$ cat config.mk
export PLATFORM = sky130hd
export DESIGN_NAME = nibble_serial_adder_flat
export DESIGN_NICKNAME = d
export VERILOG_FILES = /design/src/rtl/nibble_serial_adder_pkg.sv /design/src/rtl/nibble_serial_adder_if.sv /design/src/rtl/ripple_adder.sv /design/src/rtl/nibble_serial_adder.sv /design/src/flat_wrapper.sv
export SDC_FILE = /design/constraint.sdc
export NUM_CORES = 1
export LEC_CHECK = 0
export CORE_MARGIN = 3
export CORE_UTILIZATION = 40
export CTS_CLUSTER_DIAMETER = 60
export DETAILED_ROUTE_END_ITERATION = 10
export HOLD_SLACK_MARGIN = 0.05
export PLACE_DENSITY = 0.65
export SLEW_MARGIN = 20
export SYNTH_ARGS = -nofsm -noshare
export SYNTH_HDL_FRONTEND = slang
export SYNTH_SLANG_ARGS = --single-unit
$ cat constraint.sdc
create_clock -name clk -period 3 [get_ports clk]
set_clock_uncertainty 0.1 [all_clocks]
set_input_delay 0.75 -clock clk [delete_from_list [all_inputs] [get_ports clk]]
set_output_delay 0.75 -clock clk [all_outputs]
set_load 0.01 [all_outputs]
$ cat src/rtl/nibble_serial_adder_pkg.sv
// Shared definitions for the nibble-serial adder: FSM encoding, nibble width
// and the elaboration-time operand width rule.
package nibble_serial_adder_pkg;

    localparam int NIBBLE_W = 4;

    typedef enum logic [1:0] {
        IDLE = 2'd0,
        RUN  = 2'd1,
        DONE = 2'd2
    } state_e;

    // Operand width must split into whole nibbles and span at least two of them.
    function automatic bit width_ok(input int w);
        return ((w % NIBBLE_W) == 0) && (w >= 2 * NIBBLE_W);
    endfunction

endpackage

$ cat src/rtl/nibble_serial_adder_if.sv
// Operand/result handshake bundle between the operand source, the adder and
// the result consumer.
interface nibble_serial_adder_if #(
    parameter int WIDTH = 16
);
    logic             in_valid;
    logic             in_ready;
    logic [WIDTH-1:0] a;
    logic [WIDTH-1:0] b;
    logic             cin;
    logic             out_valid;
    logic             out_ready;
    logic [WIDTH-1:0] sum;
    logic             cout;
    logic             ovf;
    logic             busy;

    // Operand source / result consumer side.
    modport master (
        output in_valid, a, b, cin, out_ready,
        input  in_ready, out_valid, sum, cout, ovf, busy
    );

    // Adder side.
    modport slave (
        input  in_valid, a, b, cin, out_ready,
        output in_ready, out_valid, sum, cout, ovf, busy
    );
endinterface

$ cat src/rtl/ripple_adder.sv
// 4-bit adder stage shared by every nibble cycle of the serial adder.
module ripple_adder
    import nibble_serial_adder_pkg::*;
(
    input  logic [NIBBLE_W-1:0] a,
    input  logic [NIBBLE_W-1:0] b,
    input  logic                cin,
    output logic [NIBBLE_W-1:0] sum,
    output logic                cout
);

    // Purely combinational nibble add; the carry out feeds the carry register.
    assign {cout, sum} = {1'b0, a} + {1'b0, b} + {{NIBBLE_W{1'b0}}, cin};

endmodule

$ cat src/rtl/nibble_serial_adder.sv
// Adds two WIDTH-bit operands one nibble per clock through a single 4-bit
// adder, carrying between nibbles in a register. Valid/ready on both sides.
module nibble_serial_adder
    import nibble_serial_adder_pkg::*;
#(
    parameter int WIDTH = 16
) (
    input  logic                 clk,
    input  logic                 rst_n,
    nibble_serial_adder_if.slave bus
);

    localparam int NIB   = WIDTH / NIBBLE_W;
    localparam int CNT_W = $clog2(NIB);

    if (!width_ok(WIDTH)) begin : g_width_check
        $error("nibble_serial_adder: WIDTH must be a multiple of 4 and >= 8");
    end

    state_e              state_q, state_d;
    logic [WIDTH-1:0]    a_sh_q, a_sh_d;
    logic [WIDTH-1:0]    b_sh_q, b_sh_d;
    logic [WIDTH-1:0]    sum_sh_q, sum_sh_d;
    logic                carry_q, carry_d;
    logic [CNT_W-1:0]    cnt_q, cnt_d;
    logic                cout_q, cout_d;
    logic                ovf_q, ovf_d;

    logic [NIBBLE_W-1:0] ns;
    logic                nc;
    logic                last_nib;

    ripple_adder u_nibble_add (
        .a    (a_sh_q[NIBBLE_W-1:0]),
        .b    (b_sh_q[NIBBLE_W-1:0]),
        .cin  (carry_q),
        .sum  (ns),
        .cout (nc)
    );

    assign last_nib = (cnt_q == CNT_W'(NIB - 1));

    // Next-state, operand shifting and result capture for IDLE -> RUN -> DONE.
    always_comb begin
        // NOTE: every _d gets its hold value first so no path leaves it unassigned (no latch).
        state_d  = state_q;
        a_sh_d   = a_sh_q;
        b_sh_d   = b_sh_q;
        sum_sh_d = sum_sh_q;
        carry_d  = carry_q;
        cnt_d    = cnt_q;
        cout_d   = cout_q;
        ovf_d    = ovf_q;

        case (state_q)
            IDLE: begin
                if (bus.in_valid) begin
                    a_sh_d  = bus.a;
                    b_sh_d  = bus.b;
                    carry_d = bus.cin;
                    cnt_d   = '0;
                    state_d = RUN;
                end
            end
            RUN: begin
                sum_sh_d = {ns, sum_sh_q[WIDTH-1:NIBBLE_W]};
                carry_d  = nc;
                a_sh_d   = a_sh_q >> NIBBLE_W;
                b_sh_d   = b_sh_q >> NIBBLE_W;
                cnt_d    = cnt_q + CNT_W'(1);
                if (last_nib) begin
                    // Signed overflow: like-signed operands whose top nibble sum flips sign.
                    ovf_d   = (a_sh_q[NIBBLE_W-1] == b_sh_q[NIBBLE_W-1]) &&
                              (ns[NIBBLE_W-1] != a_sh_q[NIBBLE_W-1]);
                    cout_d  = nc;
                    state_d = DONE;
                end
            end
            DONE: begin
                if (bus.out_ready) begin
                    state_d = IDLE;
                end
            end
            default: state_d = IDLE;
        endcase
    end

    // State, datapath and result registers with asynchronous clear.
    always_ff @(posedge clk or negedge rst_n) begin
        if (!rst_n) begin
            // NOTE: shift registers are cleared too so sum reads 0 straight out of reset.
            state_q  <= IDLE;
            a_sh_q   <= '0;
            b_sh_q   <= '0;
            sum_sh_q <= '0;
            carry_q  <= 1'b0;
            cnt_q    <= '0;
            cout_q   <= 1'b0;
            ovf_q    <= 1'b0;
        end else begin
            // NOTE: non-blocking so every register samples the pre-edge values.
            state_q  <= state_d;
            a_sh_q   <= a_sh_d;
            b_sh_q   <= b_sh_d;
            sum_sh_q <= sum_sh_d;
            carry_q  <= carry_d;
            cnt_q    <= cnt_d;
            cout_q   <= cout_d;
            ovf_q    <= ovf_d;
        end
    end

    assign bus.in_ready  = (state_q == IDLE);
    assign bus.out_valid = (state_q == DONE);
    assign bus.busy      = (state_q != IDLE);
    assign bus.sum       = sum_sh_q;
    assign bus.cout      = cout_q;
    assign bus.ovf       = ovf_q;

endmodule

$ cat src/flat_wrapper.sv
// flat-port wrapper written by rule: the top's interface ports become plain ports
module nibble_serial_adder_flat import nibble_serial_adder_pkg::*;
#(
    parameter int WIDTH = 16
)
  (clk, rst_n, bus_in_valid, bus_a, bus_b, bus_cin, bus_out_ready, bus_in_ready, bus_out_valid, bus_sum, bus_cout, bus_ovf, bus_busy);
  nibble_serial_adder_if #(.WIDTH(WIDTH)) bus_i ();
  input  logic clk;
  input  logic rst_n;
  input wire logic [$bits(bus_i.in_valid)-1:0] bus_in_valid;
  input wire logic [$bits(bus_i.a)-1:0] bus_a;
  input wire logic [$bits(bus_i.b)-1:0] bus_b;
  input wire logic [$bits(bus_i.cin)-1:0] bus_cin;
  input wire logic [$bits(bus_i.out_ready)-1:0] bus_out_ready;
  output wire logic [$bits(bus_i.in_ready)-1:0] bus_in_ready;
  output wire logic [$bits(bus_i.out_valid)-1:0] bus_out_valid;
  output wire logic [$bits(bus_i.sum)-1:0] bus_sum;
  output wire logic [$bits(bus_i.cout)-1:0] bus_cout;
  output wire logic [$bits(bus_i.ovf)-1:0] bus_ovf;
  output wire logic [$bits(bus_i.busy)-1:0] bus_busy;
  assign bus_i.in_valid = bus_in_valid;
  assign bus_i.a = bus_a;
  assign bus_i.b = bus_b;
  assign bus_i.cin = bus_cin;
  assign bus_i.out_ready = bus_out_ready;
  assign bus_in_ready = bus_i.in_ready;
  assign bus_out_valid = bus_i.out_valid;
  assign bus_sum = bus_i.sum;
  assign bus_cout = bus_i.cout;
  assign bus_ovf = bus_i.ovf;
  assign bus_busy = bus_i.busy;
  nibble_serial_adder #(.WIDTH(WIDTH)) u_core (.clk(clk), .rst_n(rst_n), .bus(bus_i));
endmodule
==> results.sh, run 1 <==
export IMPL_clkSlewWorstSetupHoldPaths_ns=0.10
export IMPL_worst_setup_path_start_kind="flop"
export IMPL_timing_fmax_mhz=406
export IMPL_worst_path_max_delay_cell="clkdlybuf4s50_1"
export IMPL_cts_repair_timing_setup_buffer_count=0
export IMPL_clock_latency_ns=0.31
export IMPL_p_leak_nw=1.51
export IMPL_fill_cells=524
export IMPL_full_die_area_mm2=0.00721
export IMPL_post_synth_cell_area_avg_um2=10.1
export IMPL_die_w_um=84.9
export IMPL_grt_antenna_before_repair=0
export IMPL_timing_final_crit_period_ns=2.46
export IMPL_clock_sinks=55
export IMPL_dieHeight_um=84.9
export IMPL_clock_root_buffer="clkbuf_8"
export IMPL_netlist_top_cell_by_area="dfrtp_1"
export IMPL_synthDominantCellAreaShare=0.552
export IMPL_post_synth_design_cell_area_mm2=0.00249
export IMPL_detailroute_via_count=1816
export IMPL_worst_pin_slew_ns=0.698
export IMPL_timing_final_crit_share=0.820
export IMPL_nNetsFinal=348
export IMPL_outcome="finished clean"
export IMPL_fp_coreArea_mm2=0.00599
export IMPL_num_antenna_cells=0
export IMPL_setup_total_negative_slack_ns=0
export IMPL_synthesis_instances=247
export IMPL_grt_pass1_vias=1835
export IMPL_io_buffer_count=57
export IMPL_kind_of_capture_point_of_the_worst_setup_path="primary output"
export IMPL_setup_repair_after_global_routing_missed_its_margin="false"
export IMPL_effective_utilization_at_floorplan=0.416
export IMPL_htree_num_levels=2
export IMPL_power_density_cell_area_mw_per_mm2=1010
export IMPL_cts_resized=0
export IMPL_grt_overflow_total=0
export IMPL_cts_buffers_inserted=5
export IMPL_post_route_cell_area_mm2=0.00323
export IMPL_critical_path_peak_fanout=15
export IMPL_synth_adder_area_share=0.0361
export IMPL_synth_top_family_by_area="simple AND/OR/NAND/NOR gates"
export IMPL_placed_cell_area_mm2=0.00313
export IMPL_synth_simple_area_share=0.149
export IMPL_design_portCount=58
export IMPL_setup_viol_count_final=0
export IMPL_vdd_ir_drop_worst_mv=0.456
export IMPL_slew_violations=0
export IMPL_viasPerCell=4.77
export IMPL_gpl_final_weighted_congestion=0.704
export IMPL_report_power_total_mw=3.28
export IMPL_synth_compound_gate_area_share=0.129
export IMPL_drt_wirelength_per_cell_um=12.9
export IMPL_ys_warnings_count=0
export IMPL_clock_path_buffers=2
export IMPL_max_slew_margin_rel=0.535
export IMPL_drt_iter0_markers=70
export IMPL_timing_critical_path_slowest_cell_delay_ns=0.55
export IMPL_final_util=0.539
export IMPL_finalWorstSetupSlack_ns=0.539
export IMPL_route_antenna_remaining_nets=0
export IMPL_max_cap_violations=0
export IMPL_synthMuxAreaShare=0.0763
export IMPL_syn_nets=290
export IMPL_flow_area_growth_from_synthesis_pct=29.6
export IMPL_grt_start_max_net_pins=56
export IMPL_worstPathRequired_ns=2.15
export IMPL_final_layout_size_suffix_gt1_frac=0.0621
export IMPL_worst_ep_arrival_time_ns=1.61
export IMPL_rows=28
export IMPL_global_route_wire_length_before_repair_mm=8.38
export IMPL_cts_tree="yes"
export IMPL_drt_wl_total_mm=4.91
export IMPL_ys_ff_latch=55
export IMPL_drc_errors=0
export IMPL_timing_worst_setup_path_type="flop to primary output"
export IMPL_xor_and_xnor_fraction_of_the_mapped_netlist_area=0.0105
export IMPL_synth_area_leaders="dfrtp_1 (55%), nand2_1 (11%), mux2i_1 (7.6%)"
export IMPL_post_synth_num_cell_types=27
export IMPL_synth_seq_area_share=0.552
export IMPL_hp_class="flop to flop"
export IMPL_finalHoldViolCount=0
export IMPL_initial_drt_pass_iterations=4
export IMPL_dp_final_hpwl_mm=3.61
export IMPL_grt_usage=0.146
export IMPL_crit_path_cell_trace="buf_4 > nor2b_1 > clkdlybuf4s50_1"
export IMPL_place_worst_setup_slack_ns=0.671
export IMPL_cts_hold_bufs=0
[layout by cell type (no fill, tap or decap), drive strengths merged]
master         count
or2                1
mux2i             19
nand2b             2
fa                 2
nand2             75
nor3b              1
clkbuf             7
o21ai             34
xor2               3
buf                8
dfrtp             55
clkdlybuf4s50     56
clkinvlp           1
a21oi              8
a22oi              5
o21bai             1
o31ai              1
nor2               1
ha                 4
inv                6
a22o               5
a21o               2
and2               1
nor2b              8
[cell type report]
cell class | count | area [µm²] | share of cell area
repair buffers | 64 | 618 | 0.191
clock buffers | 7 | 96.3 | 0.0298
clock inverters | 1 | 7.51 | 0.00232
multi-input cells | 173 | 1010 | 0.314
well taps | 75 | 93.8 | 0.0291
inverters | 6 | 22.5 | 0.00697
flip-flops and latches | 55 | 1380 | 0.426
[where the power goes]
group | internal (mW) | switching, mW
clock network | 0.210 | 0.237
logic | 0.747 | 0.798
registers | 1.07 | 0.208
total | 2.03 | 1.24
[worst paths after layout]
check                                  startpoint                 end  slack [ns]  depth (start not counted)
worst max-delay path            u_core.state_q[1]       bus_out_valid        0.54                          3
worst max register to register     u_core.carry_q      u_core.carry_q        1.14                          7
max in group asynchronous                   rst_n    u_core.a_sh_q[4]        1.88                          2
worst min-delay path            u_core.bus.sum[0]   u_core.bus.sum[0]        0.38                          2
worst min register to register  u_core.bus.sum[0]   u_core.bus.sum[0]        0.38                          2
min in group asynchronous                   rst_n  u_core.bus.sum[14]        0.47                          2
[cells in the mapped netlist]
master / count
nand2_1: 75
dfrtp_1: 55
mux2i_1: 19
o21ai_0: 19
o21ai_1: 15
a21oi_1: 8
nor2b_1: 7
clkbuf_1: 6
inv_1: 6
a22o_1: 5
a22oi_1: 5
ha_1: 4
buf_2: 3
xor2_1: 3
a21o_1: 2
buf_6: 2
fa_1: 2
nand2b_1: 2
and2_1: 1
buf_12: 1
buf_8: 1
nor2_1: 1
nor2b_2: 1
nor3b_1: 1
o21bai_1: 1
o31ai_1: 1
or2_2: 1
[state kept, by name, summed over array words and instances (netlist names)]
signal and cells:
u_core.cnt_q 2, u_core.a_sh_q 16, u_core.bus.sum 16, u_core.b_sh_q 16
u_core.bus.cout 1, u_core.carry_q 1, u_core.bus.ovf 1, u_core.state_q 2
[routing by layer]
metal	track usage	wire [µm]
met2	0.242	2330
met4	0.0561	78
met5	0	0
met1	0.188	2260
met3	0.0311	244
[worst max-delay path: cells and delay by family (launching register included)]
family | cells | cell delay [ns]
buf+inv | 2 | 0.76
flops | 1 | 0.36
simple gates | 1 | 0.18
[metrics by stage]
stage | instances | hold slack [ns]
3_3_place_gp | 373 | 0.361
6_report | 381 | 0.385
5_1_grt | 381 | 0.401
3_5_place_dp | 373 | 0.362
2_1_floorplan | 247 | 0.350
4_1_cts | 381 | 0.384
[cell families (layout without fill, tap and decap cells)]
group / count (synthesis) / in the layout
flops: 55 / 55
buf+inv: 19 / 78
simple gates: 89 / 89
xor+xnor: 3 / 3
mux: 19 / 19
fa+ha+maj: 6 / 6
compound gates: 56 / 56
Note: power is estimated with default switching activity, not from simulation.
==> run 2, diff against run 1 <==
Settings changed: PLACE_DENSITY 0.65 to 0.68.
Clock period 3 ns to 2.1 ns, I/O delays scaled along.
==> results.sh, run 2 (synthesized netlist as in run 1, its figures left out) <==
export IMPL_cp_startpoint="u_core.state_q[1]"
export IMPL_slew_violations=0
export IMPL_cts_tree="yes"
export IMPL_worst_reg2reg_path_depth=7
export IMPL_finalWorstSetupSlack_ns=0.141
export IMPL_setup_repair_after_global_routing_missed_its_margin="false"
export IMPL_grt_start_max_net_pins=46
export IMPL_final_layout_size_suffix_gt1_frac=0.0617
export IMPL_worst_pin_slew_ns=0.432
export IMPL_clock_root_buffer="clkbuf_8"
export IMPL_worstPathRequired_ns=1.47
export IMPL_p_clk_frac=0.141
export IMPL_worst_r2r_startpoint="u_core.carry_q"
export IMPL_cellInternalPower_mw=3.02
export IMPL_final_util=0.549
export IMPL_vdd_ir_drop_worst_mv=0.585
export IMPL_clock_path_buffers=2
export IMPL_worst_ep_arrival_time_ns=1.33
export IMPL_setup_viol_count_final=0
export IMPL_report_power_total_mw=4.82
export IMPL_htree_num_levels=2
export IMPL_rows=28
export IMPL_flop_pwr_share=0.381
export IMPL_grt_overflow_total=0
export IMPL_cts_buffers_inserted=5
export IMPL_effective_utilization_at_floorplan=0.416
export IMPL_route_antenna_remaining_nets=0
export IMPL_drt_wl_total_mm=5.03
export IMPL_max_cap_violations=0
export IMPL_setup_worst_path_end="bus_in_ready"
export IMPL_post_layout_nonfiller_instances=383
export IMPL_grt_antenna_before_repair=0
export IMPL_numPlacedInstances=375
export IMPL_io_buffer_count=57
export IMPL_drt_wirelength_per_cell_um=13.1
export IMPL_r2r_slack_ns=0.19
export IMPL_num_antenna_cells=0
export IMPL_detailroute_via_count=1834
export IMPL_layout_cells_most_common_list="nand2_1 (75), dfrtp_1 (55), clkdlybuf4s50_1 (53)"
export IMPL_place_worst_setup_slack_ns=0.128
export IMPL_initial_drt_pass_iterations=4
export IMPL_flow_area_growth_from_synthesis_pct=32.0
export IMPL_timing_worst_setup_path_type="flop to primary output"
export IMPL_kind_of_capture_point_of_the_worst_setup_path="primary output"
export IMPL_timing_final_crit_share=0.933
export IMPL_clock_latency_ns=0.31
export IMPL_timing_critical_path_max_delay_family="flip-flops"
export IMPL_power_density_cell_area_mw_per_mm2=1470
export IMPL_design_portCount=58
export IMPL_viasPerCell=4.79
export IMPL_drc_errors=0
export IMPL_worst_path_max_delay_cell="dfrtp_1"
export IMPL_global_route_wire_length_before_repair_mm=8.82
export IMPL_drt_iter0_markers=57
export IMPL_nNetsFinal=351
export IMPL_p_leak_nw=1.54
export IMPL_power_share_switching=0.373
export IMPL_die_w_um=84.9
export IMPL_hp_class="flop to flop"
export IMPL_outcome="finished clean"
export IMPL_setup_total_negative_slack_ns=0
export IMPL_dp_final_hpwl_mm=3.75
export IMPL_power_combinational_fraction=0.478
export IMPL_grt_pass1_vias=1881
export IMPL_max_slew_margin_rel=0.712
export IMPL_timing_critical_path_slowest_cell_delay_ns=0.40
export IMPL_clkSlewWorstSetupHoldPaths_ns=0.09
export IMPL_drt_met1_wl_mm=2.32
export IMPL_highest_layer="met4"
export IMPL_dieHeight_um=84.9
export IMPL_full_die_area_mm2=0.00721
export IMPL_wl_met3_um=246
export IMPL_gpl_final_weighted_congestion=0.754
export IMPL_layout_commonest_cell="nand2_1"
export IMPL_p_switching_mw=1.80
export IMPL_detailroute_wirelength_met2_mm=2.41
export IMPL_finalHoldViolCount=0
export IMPL_clock_sinks=55
export IMPL_timing_fmax_mhz=511
export IMPL_cp_buffers_inverters=2
export IMPL_crit_path_cell_trace="or2_2 > inv_1 > dlygate4sd2_1"
export IMPL_grt_usage=0.150
export IMPL_critical_path_peak_fanout=2
export IMPL_timing_final_crit_period_ns=1.96
export IMPL_cp_depth=3
export IMPL_worst_setup_path_start_kind="flop"
export IMPL_reg2reg_to="u_core.carry_q"
export IMPL_fp_coreArea_mm2=0.00599
[run 2: changes by cell type in the layout (fill, tap and decap cells not counted), sizes merged]
cell           before  now
buf                 8   10
clkinvlp            1    0
bufinv              0    1
clkdlybuf4s50      56   53
dlygate4sd2         0    3
clkbuf              7    6
dlygate4sd3         0    1
[run 2: worst reg2reg max path, stage by stage, from the launching register on]
cell and delay (ns):
dfrtp_1 0.42, fa_1 0.45, inv_1 0.09, fa_1 0.21
inv_1 0.05, a21o_1 0.18, a21oi_1 0.18, o21ai_0 0.11
[run 2: through the flow]
stage | cell area, µm² | hold slack, ns
after global routing | 3290 | 0.423
final | 3290 | 0.379
after floorplan | 2490 | 0.129
after global placement | 3180 | 0.314
after CTS | 3290 | 0.384
after detailed placement | 3180 | 0.324
[run 2: final cells by class]
cell class / instances / area (µm²)
Clock buffer: 6 / 72.6
Sequential cell: 55 / 1380
Inverter: 6 / 22.5
Multi-Input combinational cell: 173 / 1010
Tap cell: 75 / 93.8
Timing Repair Buffer: 67 / 681
Clock inverter: 1 / 30.0
Fill cell: 547 / 2700
[run 2: repair_timing]
item,in CTS,in global routing
setup buffers,0,0
resized for setup,4,0
endpoints found under the hold margin,10,0
setup endpoints to repair,3,0
hold buffers,1,0
[run 2: how the worst min path moves through the flow]
stage	from	to	slack, ns	cells past startpoint
detailed placement	rst_n	u_core.bus.sum[3]	0.32	1
global placement	rst_n	u_core.bus.sum[7]	0.31	1
CTS	u_core.bus.sum[1]	u_core.bus.sum[1]	0.38	2
floorplan	rst_n	u_core.a_sh_q[0]	0.13	0
global route	u_core.b_sh_q[11]	u_core.b_sh_q[11]	0.42	2
finish	u_core.bus.sum[1]	u_core.bus.sum[1]	0.38	2
[run 2: power by group through the flow]
stage | registers (mW) | clock network [mW] | logic, mW
2_1_floorplan | 1.87 | 0 | 1.51
3_3_place_gp | 1.85 | 0 | 2.30
3_5_place_dp | 1.86 | 0 | 2.36
4_1_cts | 1.84 | 0.701 | 2.35
5_1_grt | 1.90 | 0.741 | 2.61
6_report | 1.84 | 0.681 | 2.31
[run 2: layer usage]
| layer | global-route usage | up-vias |
|---|---|---|
| met3 | 0.0340 | 5 |
| met4 | 0.0388 | 0 |
| met5 | 0 | - |
| met2 | 0.248 | 48 |
| met1 | 0.201 | 839 |
| li1 | - | 942 |
==> run 3, diff against run 2 <==
Settings changed: CAP_MARGIN set to 10, CORE_UTILIZATION 40 to 45, PLACE_DENSITY 0.68 to 0.75.
==> results.sh, run 3 (synthesized netlist as in run 1, its figures left out) <==
export IMPL_worst_pin_slew_ns=0.555
export IMPL_flow_area_growth_from_synthesis_pct=31.2
export IMPL_route_antenna_remaining_nets=0
export IMPL_final_layout_size_suffix_gt1_frac=0.0712
export IMPL_cts_hold_bufs=0
export IMPL_gpl_final_weighted_congestion=0.813
export IMPL_grt_antenna_before_repair=0
export IMPL_hp_class="input pin to asynchronous set/reset pin"
export IMPL_max_cap_violations=0
export IMPL_multi_input_area_mm2=0.00101
export IMPL_worst_reg2reg_path_depth=7
export IMPL_drt_iter0_markers=78
export IMPL_num_antenna_cells=0
export IMPL_clkSlewWorstSetupHoldPaths_ns=0.10
export IMPL_full_die_area_mm2=0.00647
export IMPL_critical_path_peak_fanout=2
export IMPL_clock_root_buffer="clkbuf_8"
export IMPL_detailroute_via_count=1877
export IMPL_layout_commonest_cell="nand2_1"
export IMPL_drt_wirelength_per_cell_um=12.9
export IMPL_r2r_slack_ns=0.25
export IMPL_global_route_wire_length_before_repair_mm=8.37
export IMPL_die_w_um=80.4
export IMPL_worst_ep_arrival_time_ns=1.35
export IMPL_drc_errors=0
export IMPL_htree_num_levels=2
export IMPL_register_area_mm2=0.00138
export IMPL_setup_viol_count_final=0
export IMPL_fp_coreArea_mm2=0.00524
export IMPL_fill_cells=449
export IMPL_viasPerCell=4.95
export IMPL_post_layout_nonfiller_instances=379
export IMPL_io_buffer_count=57
export IMPL_vdd_ir_drop_worst_mv=0.682
export IMPL_rows=26
export IMPL_worst_setup_path_start_kind="flop"
export IMPL_clock_sinks=55
export IMPL_drt_wl_total_mm=4.89
export IMPL_worstPathRequired_ns=1.47
export IMPL_slew_violations=0
export IMPL_p_leak_nw=1.54
export IMPL_timing_final_crit_period_ns=1.97
export IMPL_numPlacedInstances=371
export IMPL_worst_path_max_delay_cell="dfrtp_1"
export IMPL_grt_pass1_vias=1832
export IMPL_crit_path_cell_trace="or2_2 > inv_1 > dlygate4sd2_1"
export IMPL_reg2reg_to="u_core.carry_q"
export IMPL_timing_critical_path_slowest_cell_delay_ns=0.40
export IMPL_final_util=0.624
export IMPL_worst_r2r_startpoint="u_core.carry_q"
export IMPL_design_portCount=58
export IMPL_finalWorstSetupSlack_ns=0.125
export IMPL_grt_usage=0.167
export IMPL_initial_drt_pass_iterations=4
export IMPL_setup_total_negative_slack_ns=0
export IMPL_clock_path_buffers=2
export IMPL_timing_final_crit_share=0.940
export IMPL_power_density_cell_area_mw_per_mm2=1450
export IMPL_timing_fmax_mhz=506
export IMPL_max_slew_margin_rel=0.630
export IMPL_cts_buffers_inserted=5
export IMPL_finalHoldViolCount=0
export IMPL_layout_cells_most_common_list="nand2_1 (75), dfrtp_1 (55), clkdlybuf4s50_1 (53)"
export IMPL_outcome="finished clean"
export IMPL_nNetsFinal=351
export IMPL_effective_utilization_at_floorplan=0.476
export IMPL_grt_overflow_total=0
export IMPL_grt_start_max_net_pins=29
export IMPL_hold_worst_slack_ns=0.0996
export IMPL_cp_buffers_inverters=2
export IMPL_timing_worst_setup_path_type="flop to primary output"
export IMPL_kind_of_capture_point_of_the_worst_setup_path="primary output"
export IMPL_cts_tree="yes"
export IMPL_setup_repair_after_global_routing_missed_its_margin="false"
export IMPL_dp_final_hpwl_mm=3.74
export IMPL_dieHeight_um=80.4
export IMPL_place_worst_setup_slack_ns=0.0806
export IMPL_clock_latency_ns=0.30
export IMPL_timing_critical_path_max_delay_family="flip-flops"
[run 3: area by class of cell]
cell class | instances | area share
Clock buffer | 7 | 0.0295
Clock inverter | 1 | 0.00230
Inverter | 6 | 0.00689
Multi-Input combinational cell | 173 | 0.310
Sequential cell | 55 | 0.421
Tap cell | 70 | 0.0268
Timing Repair Buffer | 67 | 0.204
[run 3: worst max-delay path by stage]
stage                 startpoint               end  slack [ns]  depth (start not counted)
6_report       u_core.state_q[1]      bus_in_ready        0.13                          3
3_5_place_dp        bus_in_valid  u_core.a_sh_q[1]        0.08                          4
5_1_grt        u_core.state_q[0]     bus_out_valid        0.05                          3
3_3_place_gp        bus_in_valid  u_core.a_sh_q[1]        0.17                          4
4_1_cts        u_core.state_q[1]      bus_in_ready        0.12                          3
2_1_floorplan     u_core.carry_q    u_core.carry_q        0.39                          7
[run 3: what timing repair did]
item	in CTS	in global routing
resized for setup	4	0
setup endpoints to repair	3	0
buffers inserted	0	0
hold endpoints to repair	0	0
[run 3: per-stage QoR]
step                cell area [µm²]  power [mW]
global route                   3270        5.16
global placement               3170        4.09
CTS                            3270        4.79
detailed placement             3170        4.18
finish                         3270        4.73
floorplan                      2490        3.38
[run 3: where the power goes]
group	total, mW	internal [mW]	switching (mW)
Clock	0.632	0.300	0.331
Sequential	1.83	1.54	0.296
Combinational	2.27	1.10	1.17
[run 3: layer usage]
metal	vias to the layer above	track usage	wire, µm
li1	944	-	-
met1	873	0.220	2270
met2	53	0.276	2310
met3	7	0.0381	260
met4	0	0.0456	53
met5	-	0	0
